==> src/rtl/keystone_csr_axil.sv <==
// AXI4-Lite control/status register block for the keystone correction wrapper.
// Holds the enable bit, a one-cycle soft-reset pulse, a status window and the mapping coefficients.
module keystone_csr_axil #(
    parameter int ADDR_WIDTH = 6,
    parameter int NUM_REGS   = 12
) (
    input  logic                       aclk,
    input  logic                       aresetn,
    input  logic [ADDR_WIDTH-1:0]      s_axil_awaddr,
    input  logic                       s_axil_awvalid,
    output logic                       s_axil_awready,
    input  logic [31:0]                s_axil_wdata,
    input  logic [3:0]                 s_axil_wstrb,
    input  logic                       s_axil_wvalid,
    output logic                       s_axil_wready,
    output logic [1:0]                 s_axil_bresp,
    output logic                       s_axil_bvalid,
    input  logic                       s_axil_bready,
    input  logic [ADDR_WIDTH-1:0]      s_axil_araddr,
    input  logic                       s_axil_arvalid,
    output logic                       s_axil_arready,
    output logic [31:0]                s_axil_rdata,
    output logic [1:0]                 s_axil_rresp,
    output logic                       s_axil_rvalid,
    input  logic                       s_axil_rready,
    input  logic [31:0]                status_in,
    output logic                       sw_en,
    output logic                       sw_rst,
    output logic [32*(NUM_REGS-2)-1:0] map_regs_out
);

    localparam int          NUM_MAP     = NUM_REGS - 2;
    localparam logic [31:0] NUM_REGS_W  = 32'(NUM_REGS);
    localparam logic [1:0]  RESP_OKAY   = 2'b00;
    localparam logic [1:0]  RESP_SLVERR = 2'b10;

    typedef enum logic [1:0] {W_IDLE, W_ACCEPT, W_RESP} wstate_t;
    typedef enum logic [1:0] {R_IDLE, R_ACCEPT, R_DATA} rstate_t;

    wstate_t     wstate_q, wstate_d;
    rstate_t     rstate_q, rstate_d;
    logic [1:0]  bresp_q, bresp_d;
    logic [1:0]  rresp_q, rresp_d;
    logic [31:0] rdata_q, rdata_d;
    logic        sw_en_q, sw_en_d;
    logic        sw_rst_q, sw_rst_d;
    logic [31:0] map_q [NUM_MAP];
    logic [31:0] map_d [NUM_MAP];

    logic [31:0] w_idx;
    logic [31:0] r_idx;
    logic        unused_addr_lsbs;

    // Byte offset within a word is don't-care; only the word index decodes.
    assign w_idx            = 32'(s_axil_awaddr[ADDR_WIDTH-1:2]);
    assign r_idx            = 32'(s_axil_araddr[ADDR_WIDTH-1:2]);
    assign unused_addr_lsbs = ^{s_axil_awaddr[1:0], s_axil_araddr[1:0]};

    // Write path: the address and data are still held by the master in W_ACCEPT,
    // so the commit reads them straight off the bus.
    always_comb begin
        // NOTE: every signal gets a default first so no path leaves it unassigned (no latch).
        wstate_d = wstate_q;
        bresp_d  = bresp_q;
        sw_en_d  = sw_en_q;
        sw_rst_d = 1'b0;
        map_d    = map_q;
        case (wstate_q)
            W_IDLE: begin
                if (s_axil_awvalid && s_axil_wvalid) begin
                    wstate_d = W_ACCEPT;
                end
            end
            W_ACCEPT: begin
                wstate_d = W_RESP;
                if (w_idx >= NUM_REGS_W || w_idx == 32'd1) begin
                    bresp_d = RESP_SLVERR;
                end else begin
                    bresp_d = RESP_OKAY;
                    if (w_idx == 32'd0 && s_axil_wstrb[0]) begin
                        sw_en_d  = s_axil_wdata[0];
                        sw_rst_d = s_axil_wdata[1];
                    end
                    for (int i = 0; i < NUM_MAP; i++) begin
                        if (w_idx == 32'(i + 2)) begin
                            for (int k = 0; k < 4; k++) begin
                                if (s_axil_wstrb[k]) begin
                                    map_d[i][8*k +: 8] = s_axil_wdata[8*k +: 8];
                                end
                            end
                        end
                    end
                end
            end
            W_RESP: begin
                if (s_axil_bready) begin
                    wstate_d = W_IDLE;
                end
            end
            default: wstate_d = W_IDLE;
        endcase
    end

    // Read path samples the current register state, so a same-edge write is not yet visible.
    always_comb begin
        rstate_d = rstate_q;
        rdata_d  = rdata_q;
        rresp_d  = rresp_q;
        case (rstate_q)
            R_IDLE: begin
                if (s_axil_arvalid) begin
                    rstate_d = R_ACCEPT;
                end
            end
            R_ACCEPT: begin
                rstate_d = R_DATA;
                rresp_d  = RESP_OKAY;
                rdata_d  = '0;
                if (r_idx >= NUM_REGS_W) begin
                    rresp_d = RESP_SLVERR;
                end else if (r_idx == 32'd0) begin
                    rdata_d = {31'b0, sw_en_q};
                end else if (r_idx == 32'd1) begin
                    rdata_d = status_in;
                end else begin
                    for (int i = 0; i < NUM_MAP; i++) begin
                        if (r_idx == 32'(i + 2)) begin
                            rdata_d = map_q[i];
                        end
                    end
                end
            end
            R_DATA: begin
                if (s_axil_rready) begin
                    rstate_d = R_IDLE;
                end
            end
            default: rstate_d = R_IDLE;
        endcase
    end

    always_ff @(posedge aclk) begin
        // NOTE: state uses non-blocking assignments so every flop samples pre-edge values.
        if (!aresetn) begin
            wstate_q <= W_IDLE;
            rstate_q <= R_IDLE;
            bresp_q  <= RESP_OKAY;
            rresp_q  <= RESP_OKAY;
            rdata_q  <= '0;
            sw_en_q  <= 1'b0;
            sw_rst_q <= 1'b0;
            // NOTE: the coefficient bank is software-visible state, so it is reset like any register.
            map_q    <= '{default: '0};
        end else begin
            wstate_q <= wstate_d;
            rstate_q <= rstate_d;
            bresp_q  <= bresp_d;
            rresp_q  <= rresp_d;
            rdata_q  <= rdata_d;
            sw_en_q  <= sw_en_d;
            sw_rst_q <= sw_rst_d;
            map_q    <= map_d;
        end
    end

    assign s_axil_awready = (wstate_q == W_ACCEPT);
    assign s_axil_wready  = (wstate_q == W_ACCEPT);
    assign s_axil_bvalid  = (wstate_q == W_RESP);
    assign s_axil_bresp   = bresp_q;
    assign s_axil_arready = (rstate_q == R_ACCEPT);
    assign s_axil_rvalid  = (rstate_q == R_DATA);
    assign s_axil_rdata   = rdata_q;
    assign s_axil_rresp   = rresp_q;
    assign sw_en          = sw_en_q;
    assign sw_rst         = sw_rst_q;

    always_comb begin
        map_regs_out = '0;
        for (int i = 0; i < NUM_MAP; i++) begin
            map_regs_out[32*i +: 32] = map_q[i];
        end
    end

endmodule
==> config.mk <==
export PLATFORM = sky130hd
export DESIGN_NAME = keystone_csr_axil
export DESIGN_NICKNAME = d
export VERILOG_FILES = /design/src/rtl/keystone_csr_axil.sv
export SDC_FILE = /design/constraint.sdc
export NUM_CORES = 1
export LEC_CHECK = 0
export ABC_AREA = 1
export BUFFER_PORTS_ARGS = -buffer_cell sky130_fd_sc_hd__buf_2
export CAP_MARGIN = 10
export CORE_MARGIN = 2
export CORE_UTILIZATION = 50
export DETAILED_ROUTE_END_ITERATION = 16
export GPL_TIMING_DRIVEN = 0
export PLACE_DENSITY_LB_ADDON = 0.12
export SLEW_MARGIN = 20
export SYNTH_ARGS = -nofsm -noshare
export SYNTH_HDL_FRONTEND = slang
export SYNTH_SLANG_ARGS = --single-unit
==> constraint.sdc <==
create_clock -name aclk -period 2.3 [get_ports aclk]
set_clock_uncertainty 0.2 [all_clocks]
set_input_delay 0.115 -clock aclk [delete_from_list [all_inputs] [get_ports aclk]]
set_output_delay 0.115 -clock aclk [all_outputs]
set_load 0.01 [all_outputs]
==> run_results.csv, run 1 <==
group,metric,value,unit
status,status,"finished with violations",
status,failed_checks,"negative setup slack",
sta,fin_crit,2350,ps
worst_hold_path,hp-class,"in -> reg",
critical_path,critical_path_buf_inv_count,4,
critical_path,end_kind,"register",
drt,wl_per_cell,21.5,um
clocking,insertion_delay,530,ps
critical_path,cp.depth,10,
cells_and_area,drive_above_1_share,20.3,%
sta,worst_pin_slew,1080,ps
sta,hold_ws,20.5,ps
sta,hold_viol_final,0,
critical_path,cp_common_cell,"inv_2",
cells_and_area,nNetsFinal,2970,
global_route,grt_pass1_wl,102000,um
global_route,grt_pass1_vias,16700,
die,initial_core_util,51.1,%
pwr,leakage,9.62,nW
die,core_area,30800,sq um
drt,drt_iter0_drc,2113,
clocking,htreeDepth,2,
synthesis,avgSynthCellArea,6.73,sq um
critical_path,ff2ff_path_depth,10,
drt,via_count,18600,
worst_hold_path,min_from,"s_axil_wdata[27]",
critical_path,critical_path_class,"reg -> reg",
critical_path,cp_top_family,"simple AND/OR/NAND/NOR gates",
critical_path,path_cells,"inv_2, nor2_4, inv_2, nor2_8, nand2_2, nor2_1, inv_1, buf_2, o21ai_0, a21oi_1",
global_route,grt_max_degree,14,
place,io_buffers,417,
cells_and_area,fin_util,66.4,%
die,die_height,181,um
pwr,p_seq_share,46.8,%
flow_run,max_cap_violations,0,
pwr,power.share.combinational,7.4,%
cells_and_area,final_common_cell,"nor2_1",
synthesis,netlist.area_leader.share,45.8,%
drt,post_drt_via_cell_ratio,5.62,
clocking,clk_pin_slew_worst_paths,60,ps
drt,ant_nets,0,
critical_path,reg2reg_slack,-50,ps
synthesis,yosysTopAreaCell,"dfxtp_1",
sta,finalSetupViolCount,12,
critical_path,max_stage_delay,380,ps
sta,min_period_over_period,102,%
clocking,clockBufferDepth,3,
sta,max_slew_margin,28.0,%
worst_hold_path,hold-path-cell-count,3,
pwr,p_sw,3.40,mW
synthesis,yosysWarnings,0,
die,fp.dieW,181,um
synthesis,ys_seq_area_share,45.8,%
die,die-area,32900,sq um
critical_path,crit_path_top_delay_cell,"dfxtp_1",
drt,first_pass_iters,6,
synthesis,ys_types,29,
cells_and_area,syn2layout_area_growth,30.1,%
worst_hold_path,holdPathEnd,"map_regs_out[219]",
place,hpwl,52900,um
critical_path,r2r-end,"map_regs_out[173]",
global_route,antenna_found_initial,2,
global_route,grtUsageTotal,41.2,%
clocking,cts_tree,"yes",
pwr,p_int,10.0,mW
clocking,cts_root_buf,"clkbuf_16",
critical_path,r2r_start,"wstate_q[0]",
synthesis,ys.flop_type,"dfxtp_1",
synthesis,ys_top_cells_by_area,"dfxtp_1, nor2_1, o21ai_0",
drt,wl,71100,um
sta,setup_slack,-54.6,ps
pwr,swShare,25.3,%
clocking,cts_buffers,39,
pwr,clock_power_share,45.8,%
critical_path,worstPathMaxFanout,10,
pwr,vdd.ir_drop.worst,0.530,mV
critical_path,start_kind,"register",
pwr,powerDensity,656,nW/um^2
synthesis,async_flop_share,0,%
critical_path,critPathRequiredTime,2510,ps
synthesis,synth_enable_flop_cells,0,
sta,drv_slew,0,
clocking,clock_sink_count,360,
sta,rsz0062_at_grt,"true",
place,place_congestion,0.988,
cells_and_area,fill_cells,2830,
synthesis,synth_seq_cells,360,
sta,fmax,425,MHz
drt,drc,0,
die,top_level_ports,450,
synthesis,syn_inst,2339,
synthesis,synth.cell_area,15700,sq um
global_route,overflow,0,
cells_and_area,final_cell_mix,"nor2_1, buf_2, nand2_1",
die,row_count,64,
critical_path,cp.arrival,2570,ps
==> cell families (layout without fill, tap and decap cells) <==
| group | count (synthesis) | in the layout | synth area share (%) |
|---|---|---|---|
| AND/OR/NAND/NOR | 1028 | 1028 | 26.6 |
| AO/OA/AOI/OAI | 558 | 558 | 17.9 |
| buffers and inverters | 392 | 963 | 9.75 |
| flip-flops | 360 | 360 | 45.8 |
| other | 1 | 5 | 0.0238 |
==> state kept, by name (all words and copies together) (netlist names) <==
name          count
sw_en             1
s_axil_rdata     32
s_axil_bresp      1
rstate_q          2
sw_rst            1
s_axil_rresp      1
wstate_q          2
map_regs_out    320
==> cell type report <==
class	instances	area (sq um)	area share, %
Sequential cell	360	7210	35.2
Multi-Input combinational cell	1588	7080	34.6
Timing Repair Buffer	502	2930	14.3
Clock buffer	57	1150	5.63
Inverter	262	988	4.83
Buffer	130	556	2.71
Tap cell	396	495	2.42
Clock inverter	12	66.3	0.324
Antenna cell	3	7.51	0.0367
==> Yosys cell counts (all sizes together), types with 6 or more instances <==
cell type  number
a211oi          6
nand4          56
nand2         401
or2            16
clkbuf         84
nand3          31
nor2          516
inv           257
buf            46
nor3            6
dfxtp         360
a21oi         179
o21ai         373
==> power groups by stage <==
stage,Clock (mW),Combinational [mW],Sequential [mW]
2_1_floorplan,0,0.426,6.44
6_report,6.16,0.993,6.29
3_3_place_gp,0,0.829,6.43
5_1_grt,6.36,1.04,6.29
4_1_cts,6.12,0.947,6.29
3_5_place_dp,0,0.835,6.43
==> routing by layer <==
layer	part of all wire (%)	track usage, %
met5	0	0
met4	7.3	26.2
met3	11	7.84
met2	44	64.3
met1	38	52.5
==> worst reg2reg max path, stage by stage (launching register included) <==
cell and delay (ps):
dfxtp_1 380, inv_2 70, nor2_4 130, inv_2 100
nor2_8 210, nand2_2 250, nor2_1 310, inv_1 140
buf_2 220, o21ai_0 170, a21oi_1 70
==> worst max-delay path by stage <==
| stage | start | endpoint | slack (ps) |
|---|---|---|---|
| 4_1_cts | wstate_q[0] | map_regs_out[94] | 5 |
| 6_report | wstate_q[0] | map_regs_out[173] | -50 |
| 5_1_grt | wstate_q[0] | map_regs_out[254] | -130 |
| 2_1_floorplan | wstate_q[0] | map_regs_out[95] | 490 |
| 3_5_place_dp | s_axil_araddr[2] | s_axil_rdata[10] | -420 |
| 3_3_place_gp | s_axil_araddr[2] | s_axil_rdata[10] | -410 |
==> timing repair <==
action,4_1_cts,5_1_grt
gates cloned,0,0
setup endpoints to repair,45,183
gates resized for setup,9,23
endpoints found under the hold margin,282,0
hold buffers,81,0
buffers inserted,0,4
pin swaps,0,1
==> per-stage QoR <==
step | setup TNS (ps) | setup slack, ps | power [mW] | cell area, sq um | instances
after detailed placement | -8460 | -416 | 7.26 | 18300 | 3153
after global placement | -6390 | -407 | 7.25 | 18300 | 3153
after global routing | -5100 | -133 | 13.7 | 20500 | 3309
after CTS | 0 | 4.62 | 13.4 | 20400 | 3303
final | -246 | -54.6 | 13.4 | 20500 | 3310
after floorplan | 0 | 485 | 6.86 | 15700 | 2340
Note: power is estimated with default switching activity, not from simulation.
==> run 2: changes to the inputs <==
--- a/config.mk
+++ b/config.mk
@@ -11,7 +11,7 @@
 export CORE_MARGIN = 2
 export CORE_UTILIZATION = 50
 export DETAILED_ROUTE_END_ITERATION = 16
-export GPL_TIMING_DRIVEN = 0
+export GPL_TIMING_DRIVEN = 1
 export PLACE_DENSITY_LB_ADDON = 0.12
 export SLEW_MARGIN = 20
 export SYNTH_ARGS = -nofsm -noshare
==> run 2 against run 1 <==
Compared with the run above:
- the run now ends clean
- wire length fell by 12%
- global-route usage fell by 4.7 points
- core utilization rose by 0.45 points
- die area did not move
- non-clock buffer count fell by 57
- power rose by 2.8%
- critical path depth did not move
- clock power rose by 7.0%
- critical endpoint is now map_regs_out[133]
- highest routed layer unchanged
==> run_results.csv, run 2 (synthesis gave the netlist of run 1 again) <==
group,metric,value,unit
status,status,"finished, final reports clean",
clocking,cts_tree,"yes",
clocking,cts_setup_buffers,0,
cells_and_area,postLayoutCellArea,20600,sq um
critical_path,start_kind,"register",
global_route,overflow,0,
pwr,vdd.ir_drop.worst,0.572,mV
place,io_buffers,443,
clocking,insertion_delay,530,ps
worst_hold_path,hp-class,"in -> reg",
pwr,swShare,23.1,%
cells_and_area,syn2layout_area_growth,31.0,%
sta,fmax,454,MHz
global_route,grtUsageTotal,36.5,%
pwr,leakage,9.79,nW
drt,via_count,17700,
critical_path,critical_path_class,"reg -> reg",
drt,drt_iter0_drc,1696,
critical_path,cp_common_cell,"inv_2",
critical_path,critPathRequiredTime,2540,ps
sta,finalSetupViolCount,0,
sta,hold_viol_final,0,
critical_path,crit_path_top_delay_cell,"inv_1",
pwr,p_int,10.6,mW
die,top_level_ports,450,
sta,min_period_over_period,95.7,%
clocking,cts_buffers,39,
critical_path,end_kind,"register",
critical_path,worstPathMaxFanout,14,
drt,drc,0,
clocking,htreeDepth,2,
drt,ant_nets,0,
cells_and_area,final_common_cell,"nor2_1",
pwr,powerDensity,670,nW/um^2
cells_and_area,nNetsFinal,2913,
sta,tns,0,ps
critical_path,cp.arrival,2450,ps
cells_and_area,final_cell_mix,"nor2_1, buf_2, nand2_1",
die,die_height,181,um
critical_path,path_cells,"inv_2, nor2_4, inv_2, nor2_8, inv_2, nor2_4, nand2_1, inv_1, o21ai_0, a21oi_1",
global_route,antenna_found_initial,2,
clocking,clock_sink_count,360,
drt,first_pass_iters,6,
place,place_congestion,0.957,
clocking,clockBufferDepth,3,
drt,post_drt_via_cell_ratio,5.42,
cells_and_area,largest_reg_flops,320,
sta,fin_crit,2200,ps
sta,drv_slew,0,
pwr,p_seq_share,45.5,%
die,row_count,64,
flow_run,max_cap_violations,0,
cells_and_area,fill_cells,2784,
pwr,power.share.combinational,6.7,%
sta,rsz0062_at_grt,"true",
pwr,p_sw,3.20,mW
die,die-area,32900,sq um
die,initial_core_util,51.1,%
global_route,grt_max_degree,125,
drt,wl_per_cell,19.3,um
critical_path,max_stage_delay,380,ps
place,hpwl,44900,um
cells_and_area,drive_above_1_share,21.5,%
clocking,clk_pin_slew_worst_paths,60,ps
drt,wl,62900,um
place,placed_area,18500,sq um
global_route,grt_pass1_wl,93300,um
clocking,cts_root_buf,"clkbuf_16",
pwr,clock_power_share,47.7,%
global_route,grt_pass1_vias,16000,
die,core_area,30800,sq um
die,fp.dieW,181,um
run 2: path summary, 6_finish.rpt:
kind                                       from           endpoint  slack [ps]  cells after the start
worst max-delay path                wstate_q[0]  map_regs_out[133]         100                     10
worst min-delay path            s_axil_wstrb[1]  map_regs_out[303]          30                      5
worst max register to register      wstate_q[0]  map_regs_out[133]         100                     10
worst min register to register      rstate_q[0]        rstate_q[0]         250                      1
run 2: power by group through the flow:
stage	combinational [mW]	clock, mW	sequential, mW
floorplan	0.426	0	6.44
global placement	0.786	0	6.42
detailed placement	0.796	0	6.43
CTS	0.905	6.64	6.29
global route	0.988	6.91	6.29
finish	0.928	6.59	6.29
run 2: timing repair:
item	CTS	global route
hold buffers	80	0
gates resized for setup	0	3
setup endpoints to repair	0	3
hold endpoints to repair	360	0
run 2: stage by stage:
stage	utilization, %	power (mW)	setup WS, ps	hold WS (ps)	std cells
after floorplan	-	6.86	485	33.3	2340
after global placement	59.9	7.21	232	142	3101
after detailed placement	59.9	7.22	192	156	3101
after CTS	66.8	13.8	61.3	15.9	3251
after global routing	66.9	14.2	-1.02	70.9	3253
final	66.9	13.8	99.5	34.9	3254
run 2: area by class of cell:
cell class	instances	area, sq um	share of cell area [%]
tap	396	495	2.40
sequential	360	7210	34.9
timing repair buffer	575	3560	17.3
clock inverter	10	153	0.740
antenna	3	7.51	0.0364
inverter	262	987	4.79
clock buffer	60	1200	5.81
multi-input combinational	1588	7010	34.0
run 2: critical path: cells and delay by family, from the launching register on:
family	cells	cell delay, ps
buffers and inverters	4	610
AND/OR/NAND/NOR	4	610
AO/OA/AOI/OAI	2	330
flip-flops	1	370
run 2: metal layers:
layer	wire [um]	vias to the layer above	GRT usage, %
met5	0	-	0
met1	23800	8038	44.4
li1	-	8407	-
met4	3830	0	19.5
met3	5950	193	6.96
met2	29200	1014	61.3
